[config.mk]
export PLATFORM = sky130hd
export DESIGN_NAME = bp_fe_ras_check
export DESIGN_NICKNAME = d
export VERILOG_FILES = /design/src/rtl/bp_fe_ras_check.sv
export SDC_FILE = /design/constraint.sdc
export NUM_CORES = 1
export LEC_CHECK = 0
export CORE_ASPECT_RATIO = 1.4
export CORE_MARGIN = 3
export CORE_UTILIZATION = 35
export DETAILED_ROUTE_END_ITERATION = 16
export SLEW_MARGIN = 30
export SYNTH_ARGS = -nofsm -noshare
export SYNTH_HDL_FRONTEND = slang
export SYNTH_SLANG_ARGS = --single-unit
[constraint.sdc]
create_clock -name clk_i -period 6.9 [get_ports clk_i]
set_input_delay 1.38 -clock clk_i [delete_from_list [all_inputs] [get_ports clk_i]]
set_output_delay 1.38 -clock clk_i [all_outputs]
set_load 0.005 [all_outputs]
[src/rtl/bp_fe_ras_check.sv]
// bp_fe_ras_check: checks RAS return predictions against backend resolution, redirects and restores on a miss
// Define BP_FE_RAS_CHECK_STATS_EN to enable the saturating hit/miss counters.
module bp_fe_ras_check #(
    parameter int eaddr_width_p    = 32,
    parameter int ras_idx_width_p  = 4,
    parameter int pend_idx_width_p = 3
) (
    input  logic                       clk_i,
    input  logic                       reset_i,
    input  logic                       pred_v_i,
    input  logic [eaddr_width_p-1:0]   pred_pc_i,
    input  logic [ras_idx_width_p-1:0] pred_ptr_i,
    output logic                       pred_ready_o,
    input  logic                       res_v_i,
    input  logic [eaddr_width_p-1:0]   res_pc_i,
    output logic                       res_ready_o,
    output logic                       redirect_v_o,
    output logic [eaddr_width_p-1:0]   redirect_pc_o,
    input  logic                       redirect_yumi_i,
    output logic                       restore_v_o,
    output logic [ras_idx_width_p-1:0] restore_ptr_o,
    output logic [15:0]                hit_cnt_o,
    output logic [15:0]                miss_cnt_o
);
    localparam int depth_lp = 1 << pend_idx_width_p;
    typedef enum logic {IDLE, REDIRECT} state_e;
    state_e                       state_q;
    logic [eaddr_width_p-1:0]     pc_mem_q [depth_lp];
    logic [ras_idx_width_p-1:0]   ptr_mem_q [depth_lp];
    logic [pend_idx_width_p-1:0]  rd_q, rd_d, wr_q, wr_d;
    logic [pend_idx_width_p:0]    count_q, count_d;
    logic                         redirect_v_q, restore_v_q;
    logic [eaddr_width_p-1:0]     redirect_pc_q;
    logic [ras_idx_width_p-1:0]   restore_ptr_q;
    logic                         enq, acc, hit, miss;
    assign pred_ready_o  = (state_q == IDLE) & (count_q != (pend_idx_width_p+1)'(depth_lp));
    assign res_ready_o   = (state_q == IDLE) & (count_q != '0);
    assign redirect_v_o  = redirect_v_q;
    assign redirect_pc_o = redirect_pc_q;
    assign restore_v_o   = restore_v_q;
    assign restore_ptr_o = restore_ptr_q;
    // A miss flushes everything: read pointer jumps to the unadvanced write pointer.
    always_comb begin
        enq     = pred_v_i & pred_ready_o;
        acc     = res_v_i & res_ready_o;
        hit     = acc & (res_pc_i == pc_mem_q[rd_q]);
        miss    = acc & ~hit;
        rd_d    = miss ? wr_q : hit ? rd_q + pend_idx_width_p'(1) : rd_q;
        wr_d    = (enq & ~miss) ? wr_q + pend_idx_width_p'(1) : wr_q;
        count_d = miss ? '0
                : (enq & ~hit) ? count_q + (pend_idx_width_p+1)'(1)
                : (hit & ~enq) ? count_q - (pend_idx_width_p+1)'(1)
                : count_q;
    end
    always_ff @(posedge clk_i) begin
        if (enq) begin
            pc_mem_q[wr_q]  <= pred_pc_i;
            ptr_mem_q[wr_q] <= pred_ptr_i;
        end
    end
    always_ff @(posedge clk_i) begin
        if (reset_i) begin
            state_q       <= IDLE;
            rd_q          <= '0;
            wr_q          <= '0;
            count_q       <= '0;
            redirect_v_q  <= 1'b0;
            redirect_pc_q <= '0;
            restore_v_q   <= 1'b0;
            restore_ptr_q <= '0;
        end else begin
            rd_q         <= rd_d;
            wr_q         <= wr_d;
            count_q      <= count_d;
            restore_v_q  <= miss;
            state_q      <= (state_q == IDLE) ? (miss ? REDIRECT : IDLE) : (redirect_yumi_i ? IDLE : REDIRECT);
            redirect_v_q <= (state_q == IDLE) ? miss : ~redirect_yumi_i;
            if (miss) begin
                redirect_pc_q <= res_pc_i;
                restore_ptr_q <= ptr_mem_q[rd_q] - ras_idx_width_p'(1);
            end
        end
    end
`ifdef BP_FE_RAS_CHECK_STATS_EN
    logic [15:0] hit_cnt_q, miss_cnt_q;
    always_ff @(posedge clk_i) begin
        if (reset_i) begin
            hit_cnt_q  <= '0;
            miss_cnt_q <= '0;
        end else begin
            if (hit && hit_cnt_q != 16'hFFFF) hit_cnt_q <= hit_cnt_q + 16'd1;
            if (miss && miss_cnt_q != 16'hFFFF) miss_cnt_q <= miss_cnt_q + 16'd1;
        end
    end
    assign hit_cnt_o  = hit_cnt_q;
    assign miss_cnt_o = miss_cnt_q;
`else
    assign hit_cnt_o  = 16'd0;
    assign miss_cnt_o = 16'd0;
`endif
endmodule

# After elaboration in Yosys (flattened, before gate mapping)
# Memories as Yosys holds them, arrays and structs flattened. A register that Yosys moved wholly into a read port is not among the register bits.
# Cells that the tools add are included.
[word_totals] ff_bits=49 latchBits=0 mem_bits_rw=288 romBits=0 in_bits=73 output_inout_bits=72 elab_cells=49 memories=2
[mem_list] memory="pc_mem_q" depth=8 width=32 rd=1 rd_clocked_by_memory_dff=1 write_ports=1 line_no="28" rtl="logic [eaddr_width_p-1:0] pc_mem_q [depth_lp];"
[mem_list] memory="ptr_mem_q" depth=8 width=4 rd=1 rd_clocked_by_memory_dff=1 write_ports=1 line_no="29" rtl="logic [ras_idx_width_p-1:0] ptr_mem_q [depth_lp];"
[op_classes] add_sub_neg=5 multipliers=0 n_div=0 magnitude_cmp=0 eq_ne=2 n_shift=0 n_mux=14 n_bitwise=14 n_reduce_logical=4
[ops] operator="$eq 32x32->1" n=1
[ops] operator="$mux 3" n=6
[ops] operator="$and 1x1->1" n=9
[ops] operator="$mux 4" n=2
[ops] operator="$sub 4x1->4 const B" n=2
[ops] operator="$add 3x1->3 const B" n=2
[ops] operator="$mux 1" n=6
[ops] operator="$not 1->1" n=5
[ops] operator="$add 4x1->4 const B" n=1
[ops] operator="$ne 4x4->1 const B" n=1
[ops] operator="$reduce_bool 2->1" n=2
[ops] operator="$reduce_bool 4->1" n=1
[ops] operator="$reduce_or 2->1" n=1

# Depth between registers and ports, before layout
[depth] ltp_word=9 depth_mapped=20

# Least setup slack after synthesis
# No wires, ideal clock.
[synth_path] path_kind="input-to-reg" startpoint="input port pred_v_i" endpoint="memory pc_mem_q[2][0], enable pin" setup_ps=533 arrival_time_ps=5358 required_ps=6367 slack_ps=1010 stages=2 path_buffers=0 path_cell_list="nand2_1 > nor4b_1"
[synth_via] elab_chain_len=3
[synth_lines] item="start: declaration" line_no="10" rtl="input logic pred_v_i,"
[synth_lines] item="$and 1x1->1" line_no="44" rtl="enq = pred_v_i & pred_ready_o;"
[synth_lines] item="$mux 1" line_no="56" rtl="if (enq) begin"
[synth_lines] item="$mux 1 (implied by the code)" line_no="57" rtl="pc_mem_q[wr_q] <= pred_pc_i;"
[synth_lines] item="end: declaration" line_no="28"
# No other way between the ends.

==> results.txt <==
- Starting utilization of the core area: 35.5%
- For this design the static power due to leakage is 5.12 nW.
- The flow ran to the end, and the final reports show no timing, DRC or antenna violations.
- Core area: 0.0385 mm²
- Type of the worst setup path: reg2reg
- The min-delay analysis places its worst path in the category reg2reg.
* Area share of and/or/nand/nor cells after synthesis: 4.83%
- Post-synthesis compound-gate area fraction: 5.05%
* Nets: 1,019
* Pre-antenna DRT Iters: 5
- The congestion estimate from routability-driven global placement came to 0.766.
* Avg Inst Size Synth: 16.6 µm²
* Number of endpoints failing setup at the final stage: 0
* Clock H-tree levels: 1
- sky130_fd_sc_hd__edfxtp_1 is the most common cell in the netlist.
- Number of enable-type register cells in the synthesized netlist: 288
- Proportion of synthesized area in mux cells: 13.4%
- In this run the cell area of the synthesized design comes to 0.0137 mm².
* Final clock skew: 0.0188 ns
* Critical path data arrival time: 4.92 ns
* Most numerous cell types in the synthesized netlist: sky130_fd_sc_hd__edfxtp_1, sky130_fd_sc_hd__mux2i_1, sky130_fd_sc_hd__dfxtp_1, sky130_fd_sc_hd__mux4_2, sky130_fd_sc_hd__nand3_1
* Count of cell types in the netlist: 50
* Gate Count Post-Synth: 824
* Average wire length per cell after detail routing: 21.2 µm
- The share of the Yosys chip area taken by registers is 70.7%.
- For the worst setup path, the data required time is 7.33 ns.
- For this run, design rule violations remaining after detail routing come to 0.
- Highest net fanout along the worst path: 27
* Final std cells w/o fill: 1,490
- Via count of the first global-routing pass: 7,643
* Sort of element at the end of the critical path: flop
- In this run the deepest clock path goes through 3 buffers.
- Peak supply drop: 0.000171 V
- Of the total synthesized cell area, the portion taken by XOR and XNOR cells is 1.79%.
* Die width: 173 µm
* Iter 0 DRT Violations: 536
- Synth area leaders: sky130_fd_sc_hd__edfxtp_1, sky130_fd_sc_hd__mux4_2, sky130_fd_sc_hd__dfxtp_1
- Compared with the post-synthesis result, the final layout area differs by 19.5%.
* Total routed wirelength: 31.6 mm
- For the worst-skew pair, the clock arrives at the later sink with an insertion delay of 0.56 ns.
- In the routed layout, each cell is associated on average with a via count of 5.05.
* RSZ-0062 raised after global routing: no
- Final core utilization: 42.5%
- During synthesis, Yosys emitted a total of 0 warnings.
- Total of fill cells in the finished design: 3,464
- Worst Max-Slew Pin Slew: 0.945 ns
- In this run the core area contains 85 standard-cell rows.
* Initial antenna violation count: 5
- For the finished layout, the period the worst path requires is 4.49 ns.
* I/O pin count: 145
* Pre-CTS WS: 2.06 ns
- Total of hold buffers inserted after clock tree synthesis: 0
* Achievable frequency: 0.223 GHz
- The floorplan step defined a die boundary enclosing 0.0415 mm².
- Count of vias placed by the detailed router: 7,531
* Adder and majority gate portion of the synthesized area: 0.695%
- Dpl cells: 1,428
* Top cell type's share of synthesized area: 63.2%
- Once the clock tree was built, the setup fixing pass inserted 0 buffers.
- Number of resized instances in the post-cts repair step: 0
- Counting flops and latches in the post-synthesis netlist gives 339.
- Of all cell types, the one taking the most synthesized area is sky130_fd_sc_hd__edfxtp_1.
* Maximum Capacitance Violations: 0
- Dividing total power by cell area gives a power density of 338 mW/mm².
* First-pass GRT wire length: 47.4 mm
- Startpoint class of the critical path: flop
* Die boundary height: 240 µm
- Fin worst setup slack: 2.41 ns
- TritonCTS buffer count: 30
- For the final routed database, the setup TNS stands at 0 ns.
- For this run the aggregate overflow at the end of global routing stands at 0.
- The post-route netlist has 14.2% of its cells at a drive strength greater than 1.
* Post-synthesis async set-or-reset flop share: 0%
- In the finished design, the share of the clock period the worst path needs comes to 65.0%.
* Hold Fails Final Rpt: 0
- Final HPWL DP: 19.8 mm
* Antenna-violating nets left: 0
* Final Max Tran Viols: 0
- Dominant combinational cell family by area after synthesis: multiplexers
- Counting every sink on the clock net gives 339.
* Area of the multi-input gates: 0.00371 mm²
- Clock tree from TritonCTS: yes
- Headroom to the max-slew limit came out at 36.9%.
* Clock root buffer: sky130_fd_sc_hd__clkbuf_16
* Buffers on Ports: 112
- Pin count of the biggest net entering global routing: 49
- Worst Hold Margin: 0.473 ns
- Clock input transition at the sequential cells of the worst setup and hold paths: 0.07 ns
- For this run, the total global-route usage over all layers was measured as 14.9%.
* Most instantiated flip-flop cell in the synthesis netlist: sky130_fd_sc_hd__edfxtp_1
- FF/Latch Area: 0.00968 mm²
cell type report:
type / instances / share of cell area, %
flip-flops and latches: 339 / 59.2
multi-input cells: 428 / 22.7
repair buffers: 134 / 7.97
clock buffers: 46 / 5.61
well taps: 522 / 3.99
clock inverters: 10 / 0.329
inverters: 6 / 0.138
diodes: 5 / 0.0765
power by group:
part | switching, mW | internal [mW] | total [mW]
Sequential | 0.118 | 2.45 | 2.57
Clock | 0.710 | 0.915 | 1.63
Combinational | 0.687 | 0.637 | 1.32
per-layer routing:
layer	vias to the layer above	share of wire [%]	GRT usage (%)
li1	3413	-	-
met1	3821	40	18.5
met2	245	51	26.6
met3	48	5.8	2.67
met4	4	2.3	4.28
met5	-	0.086	0
cell usage in the layout (no fill, tap or decap), types with 22 or more instances in the layout:
master                            Yosys  routed
sky130_fd_sc_hd__a21oi_1             44      44
sky130_fd_sc_hd__mux4_2              50      50
sky130_fd_sc_hd__conb_1               1      32
sky130_fd_sc_hd__edfxtp_1           288     288
sky130_fd_sc_hd__o21ai_0             37      37
sky130_fd_sc_hd__mux2i_1             68      68
sky130_fd_sc_hd__clkbuf_16            0      32
sky130_fd_sc_hd__buf_4               34      22
sky130_fd_sc_hd__nand3_1             45      45
sky130_fd_sc_hd__dfxtp_1             51      48
sky130_fd_sc_hd__clkdlybuf4s50_1      0     111
path summary, 6_finish.rpt:
kind / startpoint / to / slack [ns] / cells after the start
worst max register to register: flop / count_q[3] / 2.41 / 17
worst min-delay path: redirect_pc_o[23] / redirect_pc_o[23] / 0.47 / 2
worst max-delay path: flop / count_q[3] / 2.41 / 17
worst min register to register: redirect_pc_o[23] / redirect_pc_o[23] / 0.47 / 2
metrics by stage:
stage	power, mW	area, µm²
4_1_cts	5.57	16300
3_3_place_gp	3.93	15300
3_5_place_dp	3.95	15300
2_1_floorplan	3.48	13800
6_report	5.52	16300
5_1_grt	5.79	16300
worst max-delay path, cell delays in order (launching register included):
cell,delay [ns]
sky130_fd_sc_hd__dfxtp_2,0.81
sky130_fd_sc_hd__buf_4,0.43
sky130_fd_sc_hd__mux4_2,0.55
sky130_fd_sc_hd__mux2i_1,0.18
sky130_fd_sc_hd__xnor2_1,0.10
sky130_fd_sc_hd__nor4_1,0.35
sky130_fd_sc_hd__nand4_1,0.27
sky130_fd_sc_hd__nor4_4,0.22
sky130_fd_sc_hd__nand2_1,0.09
sky130_fd_sc_hd__ha_1,0.24
sky130_fd_sc_hd__inv_1,0.12
sky130_fd_sc_hd__ha_1,0.25
sky130_fd_sc_hd__a21o_1,0.18
sky130_fd_sc_hd__a21oi_1,0.16
sky130_fd_sc_hd__xnor2_1,0.13
sky130_fd_sc_hd__nor2_1,0.06
sky130_fd_sc_hd__xnor2_1,0.13
sky130_fd_sc_hd__nor3_1,0.05
cells by family after synthesis:
family | after synthesis
compound gates | 120
xor+xnor | 28
fa+ha+maj | 7
buf+inv | 88
flops | 339
mux | 120
other cells | 1
simple gates | 121
sequential cells by signal, summed over array words and instances (netlist names), 3 cells and up, named ones only:
| register | cells |
|---|---|
| restore_ptr_o | 4 |
| pc_mem_q | 256 |
| redirect_pc_o | 32 |
| wr_q | 3 |
| rd_q | 3 |
| ptr_mem_q | 32 |
| count_q | 4 |
No activity file was read; power rests on OpenSTA's default activity.
